### config.mk
export PLATFORM = sky130hd
export DESIGN_NAME = muldiv_seq_flat
export DESIGN_NICKNAME = d
export VERILOG_FILES = /design/src/rtl/muldiv_seq_if.sv /design/src/rtl/muldiv_seq.sv /design/src/flat_wrapper.sv
export SDC_FILE = /design/constraint.sdc
export NUM_CORES = 1
export LEC_CHECK = 0
export ABC_AREA = 1
export BUFFER_PORTS_ARGS = -buffer_cell sky130_fd_sc_hd__buf_2
export CORE_UTILIZATION = 35
export CTS_BUF_LIST = sky130_fd_sc_hd__clkbuf_8
export DETAILED_ROUTE_END_ITERATION = 6
export PLACE_DENSITY = 0.56
export SYNTH_ARGS = -nofsm -noshare
export SYNTH_HDL_FRONTEND = slang
export SYNTH_SLANG_ARGS = --single-unit
### constraint.sdc
create_clock -name clk -period 7.8 [get_ports clk]
set_input_delay 0.39 -clock clk [delete_from_list [all_inputs] [get_ports clk]]
set_output_delay 0.39 -clock clk [all_outputs]
set_load 0.01 [all_outputs]
### src/rtl/muldiv_seq_if.sv
// Handshake and operand bus between the execute-stage control unit and the
// multi-cycle multiply/divide sequencer.
interface muldiv_seq_if #(
    parameter int WIDTH = 32
);
    logic             start;
    logic             kill;
    logic [2:0]       op;
    logic [WIDTH-1:0] opA;
    logic [WIDTH-1:0] opB;
    logic             busy;
    logic             done;
    logic [WIDTH-1:0] result;

    modport master (
        output start, kill, op, opA, opB,
        input  busy, done, result
    );

    modport slave (
        input  start, kill, op, opA, opB,
        output busy, done, result
    );
endinterface

### src/rtl/muldiv_seq.sv
// RV32M multiply/divide sequencer: shift-add multiply or restoring divide on
// operand magnitudes over WIDTH iterations, with sign fix-up at the end.
//
// state | meaning
// IDLE  | waiting for start
// PREP  | record signs, take magnitudes, clear accumulator and counter
// CALC  | one multiply/divide iteration per cycle, WIDTH cycles
// FIX   | sign-correct and register the selected result field
// DONE  | done pulse; a new start may be accepted here
module muldiv_seq #(
    parameter int WIDTH = 32
) (
    input  logic         clk,
    input  logic         rst,
    muldiv_seq_if.slave  bus
);
    localparam int CNT_W = $clog2(WIDTH);

    typedef enum logic [2:0] {IDLE, PREP, CALC, FIX, DONE} state_t;

    state_t             state, state_nxt;
    logic [2:0]         op_q;
    logic [WIDTH-1:0]   opa_q, opb_q;
    logic [WIDTH-1:0]   addend;
    logic [2*WIDTH-1:0] prod;
    logic [CNT_W-1:0]   cnt;
    logic               sign_a, sign_b;
    logic [WIDTH-1:0]   result_q;

    logic               accept, div_zero, cnt_last, is_div;
    logic               sign_a_en, sign_b_en;
    logic [WIDTH-1:0]   mag_a, mag_b;
    logic [WIDTH:0]     mul_sum;
    logic [2*WIDTH-1:0] mul_next, div_next;
    logic [WIDTH:0]     rem_sh, rem_diff;
    logic               no_borrow;
    logic [2*WIDTH-1:0] prod_fix;
    logic [WIDTH-1:0]   quot_fix, rem_fix, fix_result;

    assign accept   = (state == IDLE || state == DONE) && bus.start && !bus.kill;
    assign div_zero = bus.op[2] && (bus.opB == '0);
    assign cnt_last = (cnt == CNT_W'(WIDTH - 1));
    assign is_div   = op_q[2];

    assign bus.busy   = (state == PREP) || (state == CALC) || (state == FIX);
    assign bus.done   = (state == DONE);
    assign bus.result = result_q;

    // State register.
    always_ff @(posedge clk or posedge rst) begin
        if (rst) state <= IDLE;
        else     state <= state_nxt;
    end

    // Next-state logic; kill overrides everything, including a start.
    always_comb begin
        state_nxt = state;
        case (state)
            IDLE:    if (accept) state_nxt = div_zero ? DONE : PREP;
            PREP:    state_nxt = CALC;
            CALC:    if (cnt_last) state_nxt = FIX;
            FIX:     state_nxt = DONE;
            DONE:    state_nxt = accept ? (div_zero ? DONE : PREP) : IDLE;
            default: state_nxt = IDLE;
        endcase
        if (bus.kill) state_nxt = IDLE;
    end

    // Operand conditioning and per-iteration arithmetic.
    always_comb begin
        // MULH, MULHSU, DIV, REM treat opA as signed; MULH, DIV, REM treat opB as signed.
        sign_a_en = (op_q == 3'b001) || (op_q == 3'b010) || (op_q == 3'b100) || (op_q == 3'b110);
        sign_b_en = (op_q == 3'b001) || (op_q == 3'b100) || (op_q == 3'b110);
        mag_a     = (sign_a_en && opa_q[WIDTH-1]) ? -opa_q : opa_q;
        mag_b     = (sign_b_en && opb_q[WIDTH-1]) ? -opb_q : opb_q;

        // prod = {accumulator, multiplier}; the carry out of the add shifts into the top bit.
        mul_sum   = {1'b0, prod[2*WIDTH-1:WIDTH]} + {1'b0, addend};
        mul_next  = prod[0] ? {mul_sum, prod[WIDTH-1:1]} : {1'b0, prod[2*WIDTH-1:1]};

        // prod = {remainder, quotient}; the shifted remainder needs one extra bit.
        rem_sh    = {prod[2*WIDTH-1:WIDTH], prod[WIDTH-1]};
        rem_diff  = rem_sh - {1'b0, addend};
        no_borrow = (rem_sh >= {1'b0, addend});
        div_next  = no_borrow ? {rem_diff[WIDTH-1:0], prod[WIDTH-2:0], 1'b1}
                              : {rem_sh[WIDTH-1:0],   prod[WIDTH-2:0], 1'b0};

        prod_fix  = (sign_a ^ sign_b) ? -prod : prod;
        quot_fix  = (sign_a ^ sign_b) ? -prod[WIDTH-1:0] : prod[WIDTH-1:0];
        rem_fix   = sign_a ? -prod[2*WIDTH-1:WIDTH] : prod[2*WIDTH-1:WIDTH];

        case (op_q)
            3'b000:                 fix_result = prod_fix[WIDTH-1:0];
            3'b001, 3'b010, 3'b011: fix_result = prod_fix[2*WIDTH-1:WIDTH];
            3'b100, 3'b101:         fix_result = quot_fix;
            default:                fix_result = rem_fix;
        endcase
    end

    // Datapath registers: operand capture, iteration, and result update.
    always_ff @(posedge clk or posedge rst) begin
        if (rst) begin
            op_q     <= '0;
            opa_q    <= '0;
            opb_q    <= '0;
            addend   <= '0;
            prod     <= '0;
            cnt      <= '0;
            sign_a   <= 1'b0;
            sign_b   <= 1'b0;
            result_q <= '0;
        end else begin
            if (accept) begin
                op_q  <= bus.op;
                opa_q <= bus.opA;
                opb_q <= bus.opB;
                // Zero divisor skips the datapath entirely.
                if (div_zero) result_q <= bus.op[1] ? bus.opA : '1;
            end
            case (state)
                PREP: begin
                    sign_a <= sign_a_en && opa_q[WIDTH-1];
                    sign_b <= sign_b_en && opb_q[WIDTH-1];
                    addend <= is_div ? mag_b : mag_a;
                    prod   <= {{WIDTH{1'b0}}, (is_div ? mag_a : mag_b)};
                    cnt    <= '0;
                end
                CALC: begin
                    prod <= is_div ? div_next : mul_next;
                    cnt  <= cnt + 1'b1;
                end
                FIX: if (!bus.kill) result_q <= fix_result;
                default: ;
            endcase
        end
    end
endmodule
### src/flat_wrapper.sv
// flat-port wrapper written by rule: the top's interface ports become plain ports
module muldiv_seq_flat 
#(
    parameter int WIDTH = 32
)
  (clk, rst, bus_start, bus_kill, bus_op, bus_opA, bus_opB, bus_busy, bus_done, bus_result);
  muldiv_seq_if #(.WIDTH(WIDTH)) bus_i ();
  input  logic clk;
  input  logic rst;
  input wire logic [$bits(bus_i.start)-1:0] bus_start;
  input wire logic [$bits(bus_i.kill)-1:0] bus_kill;
  input wire logic [$bits(bus_i.op)-1:0] bus_op;
  input wire logic [$bits(bus_i.opA)-1:0] bus_opA;
  input wire logic [$bits(bus_i.opB)-1:0] bus_opB;
  output wire logic [$bits(bus_i.busy)-1:0] bus_busy;
  output wire logic [$bits(bus_i.done)-1:0] bus_done;
  output wire logic [$bits(bus_i.result)-1:0] bus_result;
  assign bus_i.start = bus_start;
  assign bus_i.kill = bus_kill;
  assign bus_i.op = bus_op;
  assign bus_i.opA = bus_opA;
  assign bus_i.opB = bus_opB;
  assign bus_busy = bus_i.busy;
  assign bus_done = bus_i.done;
  assign bus_result = bus_i.result;
  muldiv_seq #(.WIDTH(WIDTH)) u_core (.clk(clk), .rst(rst), .bus(bus_i));
endmodule
**After elaboration in Yosys (flattened, before gate mapping)**

Cells that the tools add are included.

- Register bits: 205
- Input port bits: 71
- Output and inout bits: 34
- Word-level logic and storage cells: 78

- Add/subtract/negate cells: 8
- Order comparisons: 1
- Equality and inequality tests: 13
- Muxes and demuxes: 24
- Bitwise operators: 1
- Reductions and logical operators: 21

Operator list:

| operator | count |
|---|---|
| $mux 32 | 11 |
| $mux 64 | 4 |
| $neg 32->32 | 4 |
| $pmux 64 s2 | 1 |
| $pmux 32 s3 | 1 |
| $neg 64->64 | 1 |
| $add 32x32->33 | 1 |
| $ge 33x32->1 | 1 |
| $logic_not 32->1 | 1 |
| $sub 32x32->32 | 1 |
| $mux 3 | 5 |
| $pmux 3 s5 | 1 |
| $eq 3x2->1 const B | 4 |
| $eq 3x3->1 const B | 4 |
| $pmux 5 s2 | 1 |
| $logic_or 1x1->1 | 8 |
| $eq 3x1->1 const B | 2 |
| $logic_not 3->1 | 2 |
| $ne 3x2->1 const B | 2 |
| $add 5x1->5 const B | 1 |
| $eq 5x5->1 const B | 1 |
| $logic_and 1x1->1 | 5 |
| $reduce_or 3->1 | 1 |
| $reduce_and 2->1 | 1 |
| other kinds (4) | 4 |

**Longest topological paths before layout**

- Depth after elaboration: 8
- Mapped depth: 19
- Depth with buffers taken out: 19

**Worst setup path after synthesis**

Ideal clock, no wire load.

- Kind: register to register
- Start point: reg u_core.prod[0]
- End point: reg u_core.result_q[10] (netlist: u_core.bus.result[10])
- Library setup time: 0.117 ns
- Arrival time: 2.312 ns
- Data required time: 7.683 ns
- Setup slack: 5.371 ns
- Cell stages (with the launch flop): 16
- Buffers on the path: 2
- Clock period less this slack: 2.429 ns
- Cell sequence: dfrtp_1 inv_2 clkbuf_1 clkbuf_1 ha_1 nand2_1 nor2_2 nand2_1 nor2_4 nand2_2 o21ai_4 nand3_1 nand3_1 nand3_1 nand3_1 nand2_1

- Word-level cells in the longest chain between the ends: 5
- Elaborated cells between the ends (all ways): 7
- Classes of those cells: 2 x add/sub; 5 x mux

RTL lines:

| element | RTL line | RTL |
|---|---|---|
| start, declared | muldiv_seq.sv:25 | `logic [2*WIDTH-1:0] prod;` |
| start signal, assigned | muldiv_seq.sv:125 | `prod <= {{WIDTH{1'b0}}, (is_div ? mag_a : mag_b)};` |
| start signal, assigned | muldiv_seq.sv:129 | `prod <= is_div ? div_next : mul_next;` |
| $neg 64->64 / $neg 32->32 (equally long branches) | muldiv_seq.sv:88, muldiv_seq.sv:89 |  |
| $mux 64 / $mux 32 (equally long branches) | muldiv_seq.sv:88, muldiv_seq.sv:89 |  |
| $pmux 32 s3 (*) | muldiv_seq.sv:92 | `case (op_q)` |
| $mux 32 (*) | muldiv_seq.sv:132 | `FIX: if (!bus.kill) result_q <= fix_result;` |
| $mux 32 (*) | muldiv_seq.sv:120 | `case (state)` |
| end signal, assigned | muldiv_seq.sv:118 | `if (div_zero) result_q <= bus.op[1] ? bus.opA : '1;` |
| end signal, assigned | muldiv_seq.sv:132 |  |
| end, declared | muldiv_seq.sv:28 | `logic [WIDTH-1:0] result_q;` |

Mark *: on every way between the ends. The rest lies on a longest branch, timed or not.
A chain may end at the register's enable or synchronous reset.

**Worst setup path in the final report**

- Start point: reg u_core.op_q[2]
- End point: reg u_core.addend[18]

- Word-level cells in the longest chain between the ends: 7
- Elaborated cells between the ends (all ways): 14
- Classes of those cells: 4 x eq/ne; 3 x mux; 7 x reduce/logical

RTL lines:

| element | RTL line | RTL |
|---|---|---|
| start, declared | muldiv_seq.sv:22 | `logic [2:0] op_q;` |
| start signal, assigned | muldiv_seq.sv:114 | `op_q <= bus.op;` |
| $eq 3x1->1 / $eq 3x2->1 (equally long branches) | muldiv_seq.sv:72, muldiv_seq.sv:73 |  |
| $logic_or 1x1->1 (3 in series) | muldiv_seq.sv:72 | `sign_a_en = (op_q == 3'b001) \|\| (op_q == 3'b010) \|\| (op_q == 3'b100) \|\| (op_q == 3'b110);` |
| $logic_and 1x1->1 | muldiv_seq.sv:74 | `mag_a = (sign_a_en && opa_q[WIDTH-1]) ? -opa_q : opa_q;` |
| $mux 32 | muldiv_seq.sv:74 |  |
| $mux 32 (*) | muldiv_seq.sv:124 | `addend <= is_div ? mag_b : mag_a;` |
| end signal, assigned | muldiv_seq.sv:124 |  |
| end, declared | muldiv_seq.sv:24 | `logic [WIDTH-1:0] addend;` |

Marked as above.

==> metrics.cfg <==
[status]
outcome = finished clean

[setup_path]
worstPathArrival_ns = 4.87
cp-end-kind = register
path_class = reg -> reg
crit_path_start_kind = register
path_max_fanout = 69
r2r_cells = 12
crit_required_ns = 8.27

[grt]
grt_pass1_vias = 21900
grt.total_usage_pct = 30.3
grt_overflow_total = 0
grt_max_degree = 116
antenna_found_initial = 2
grt_first_pass_wirelength_um = 139000

[die]
dieArea_um2 = 61000
core_area_um2 = 59100
io_pins = 105
die_w_um = 247
die_h_um = 247
rows = 89
initial_core_util_pct = 35.5

[clock_network]
cts_tree = built
clkSlewWorstSetupHoldPaths_ns = 0.06
cts_root_buffer = clkbuf_8
clk_path_buf_depth = 3
clk_latency_ns = 0.64
h-tree-depth = 2
cts_resized = 0
cts_buffers = 39
cts_sinks = 205

[synthesis]
ys_seq_area_share_pct = 24.4
synthFlopType = dfrtp_1
synth.top_cells.by_count = nand2_1, inv_1, nand3_1
avgSynthCellArea_um2 = 5.74
ys_warn_count = 0
mappedNetlistArea_um2 = 21000
synth_fp_nets = 3804
yosysTopAreaCellShare_pct = 24.4
ys_types = 51
synth-seq-cells = 205
syn-instance-count = 3661
synth_most_common_cell = nand2_1
yosys.area.top_type = dfrtp_1
ys_async_sr_fraction_pct = 100
synth-edff-count = 0
synth_area_leaders = dfrtp_1, nand2_1, nand3_1

[timing]
hold_viol = 0
fin_crit_sh_pct = 56.4
drv_slew = 0
period_needed_ns = 4.40
fmax_mhz = 227
skew_ns = 0.0285
setup_tns_ns = 0
finalHoldWorstSlack_ns = 0.0210
tightest_slew_ns = 0.924
relSlewSlack_pct = 38.3
setup_ws_ns = 3.40
finalSetupViolCount = 0
rsz0062_at_grt = no

[place]
gp_congestion = 1.02
post-place-ws_ns = 3.58
place_inst = 4430
dpl.hpwl_um = 72600
port_buffers = 104

[layout]
final_nets = 3852
ff_latch_area_um2 = 5130
multi_input_area_um2 = 13300
fillers = 6619
stdcell_count = 4512
syn_to_final_growth_pct = 10.0
drive_above_1_share_pct = 7.27
antenna_cells = 0

[detailed_routing]
drc_errors = 0
drt_iter0_markers = 2555
met3_length_um = 8280
postRouteAntennaNets = 0
via_count = 24200
wl_per_cell_um = 20.6
dr.pass1.iters = 6
totalWireLength_um = 93200
m1WireLength_um = 40700
viasPerCell = 5.37
top_layer_used = met5
wl_met2_um = 40400

[hold_path]
hold_depth = 3
hold_class = in -> reg

[flow_run]
cap_violations = 0

[timing repair]
action,in CTS,in global routing
buffers inserted,0,0
hold endpoints to repair,82,0
hold buffers,11,0
[cells by family (layout without fill, tap and decap cells)]
| kind of cell | Yosys count | after routing | synth area share (%) |
|---|---|---|---|
| flip-flops | 205 | 205 | 24.4 |
| XOR/XNOR | 48 | 48 | 2.04 |
| AND/OR/NAND/NOR | 2201 | 2201 | 44.5 |
| adder cells (fa/ha/maj) | 72 | 72 | 4.36 |
| AO/OA/AOI/OAI | 454 | 454 | 12.0 |
| buffers and inverters | 681 | 759 | 12.6 |
[layer usage]
layer	global-route usage, %	vias to the layer above
li1	-	11800
met1	42.0	11200
met2	46.4	1062
met3	5.81	148
met4	11.2	4
met5	0	-
[final cells by class]
type / instances / area share, %
timing repair buffer: 141 / 3.57
sequential: 205 / 22.2
tap: 773 / 4.18
clock buffer: 48 / 2.86
inverter: 547 / 8.93
multi-input combinational: 2775 / 57.4
clock inverter: 23 / 0.844
[layout by cell type (no fill, tap or decap), drive strengths merged, types with 47 or more instances in the layout]
| master | netlist | final |
|---|---|---|
| a21oi | 149 | 149 |
| buf | 52 | 130 |
| clkbuf | 82 | 48 |
| dfrtp | 205 | 205 |
| ha | 70 | 70 |
| inv | 544 | 556 |
| nand2 | 1246 | 1246 |
| nand3 | 453 | 453 |
| nand4 | 57 | 57 |
| nor2 | 340 | 340 |
| nor3 | 47 | 47 |
| o21ai | 208 | 208 |
[worst max-delay path, cell delays in order, from the launching register on]
cell	delay, ns
dfrtp_4	0.95
inv_4	0.47
nand2_1	0.24
nand2_2	0.49
nor2_4	0.73
a21boi_4	0.12
nand2_4	0.25
inv_2	0.30
nand2_1	0.16
xor2_1	0.19
nand2_1	0.07
nand3_1	0.09
o21ai_1	0.08
[sequential cells by signal (all words and copies together), names as in the netlist, 3 cells and up]
register           cells
u_core.cnt             5
u_core.state           3
u_core.prod           64
u_core.opb_q          32
u_core.bus.result     32
u_core.addend         32
u_core.op_q            3
u_core.opa_q          32
[per-stage QoR]
step	utilization (%)	instance area (um2)
floorplan	-	21000
global placement	37.5	22100
detailed placement	37.5	22100
CTS	39.1	23100
global route	39.1	23100
finish	39.1	23100
[worst paths after layout]
check / slack (ns) / to / from
worst max-delay path: 3.40 / u_core.addend[18] / u_core.op_q[2]
worst min-delay path: 0.02 / u_core.opb_q[3] / bus_opB[3]
worst max register to register: 3.40 / u_core.addend[18] / u_core.op_q[2]
worst min register to register: 0.46 / u_core.cnt[3] / u_core.cnt[3]
max in group asynchronous: 5.41 / u_core.prod[8] / rst
min in group asynchronous: 0.52 / u_core.cnt[2] / rst
Power is not shown: default switching activity piles up to over one toggle a cycle in this logic, so the estimate is an artifact.
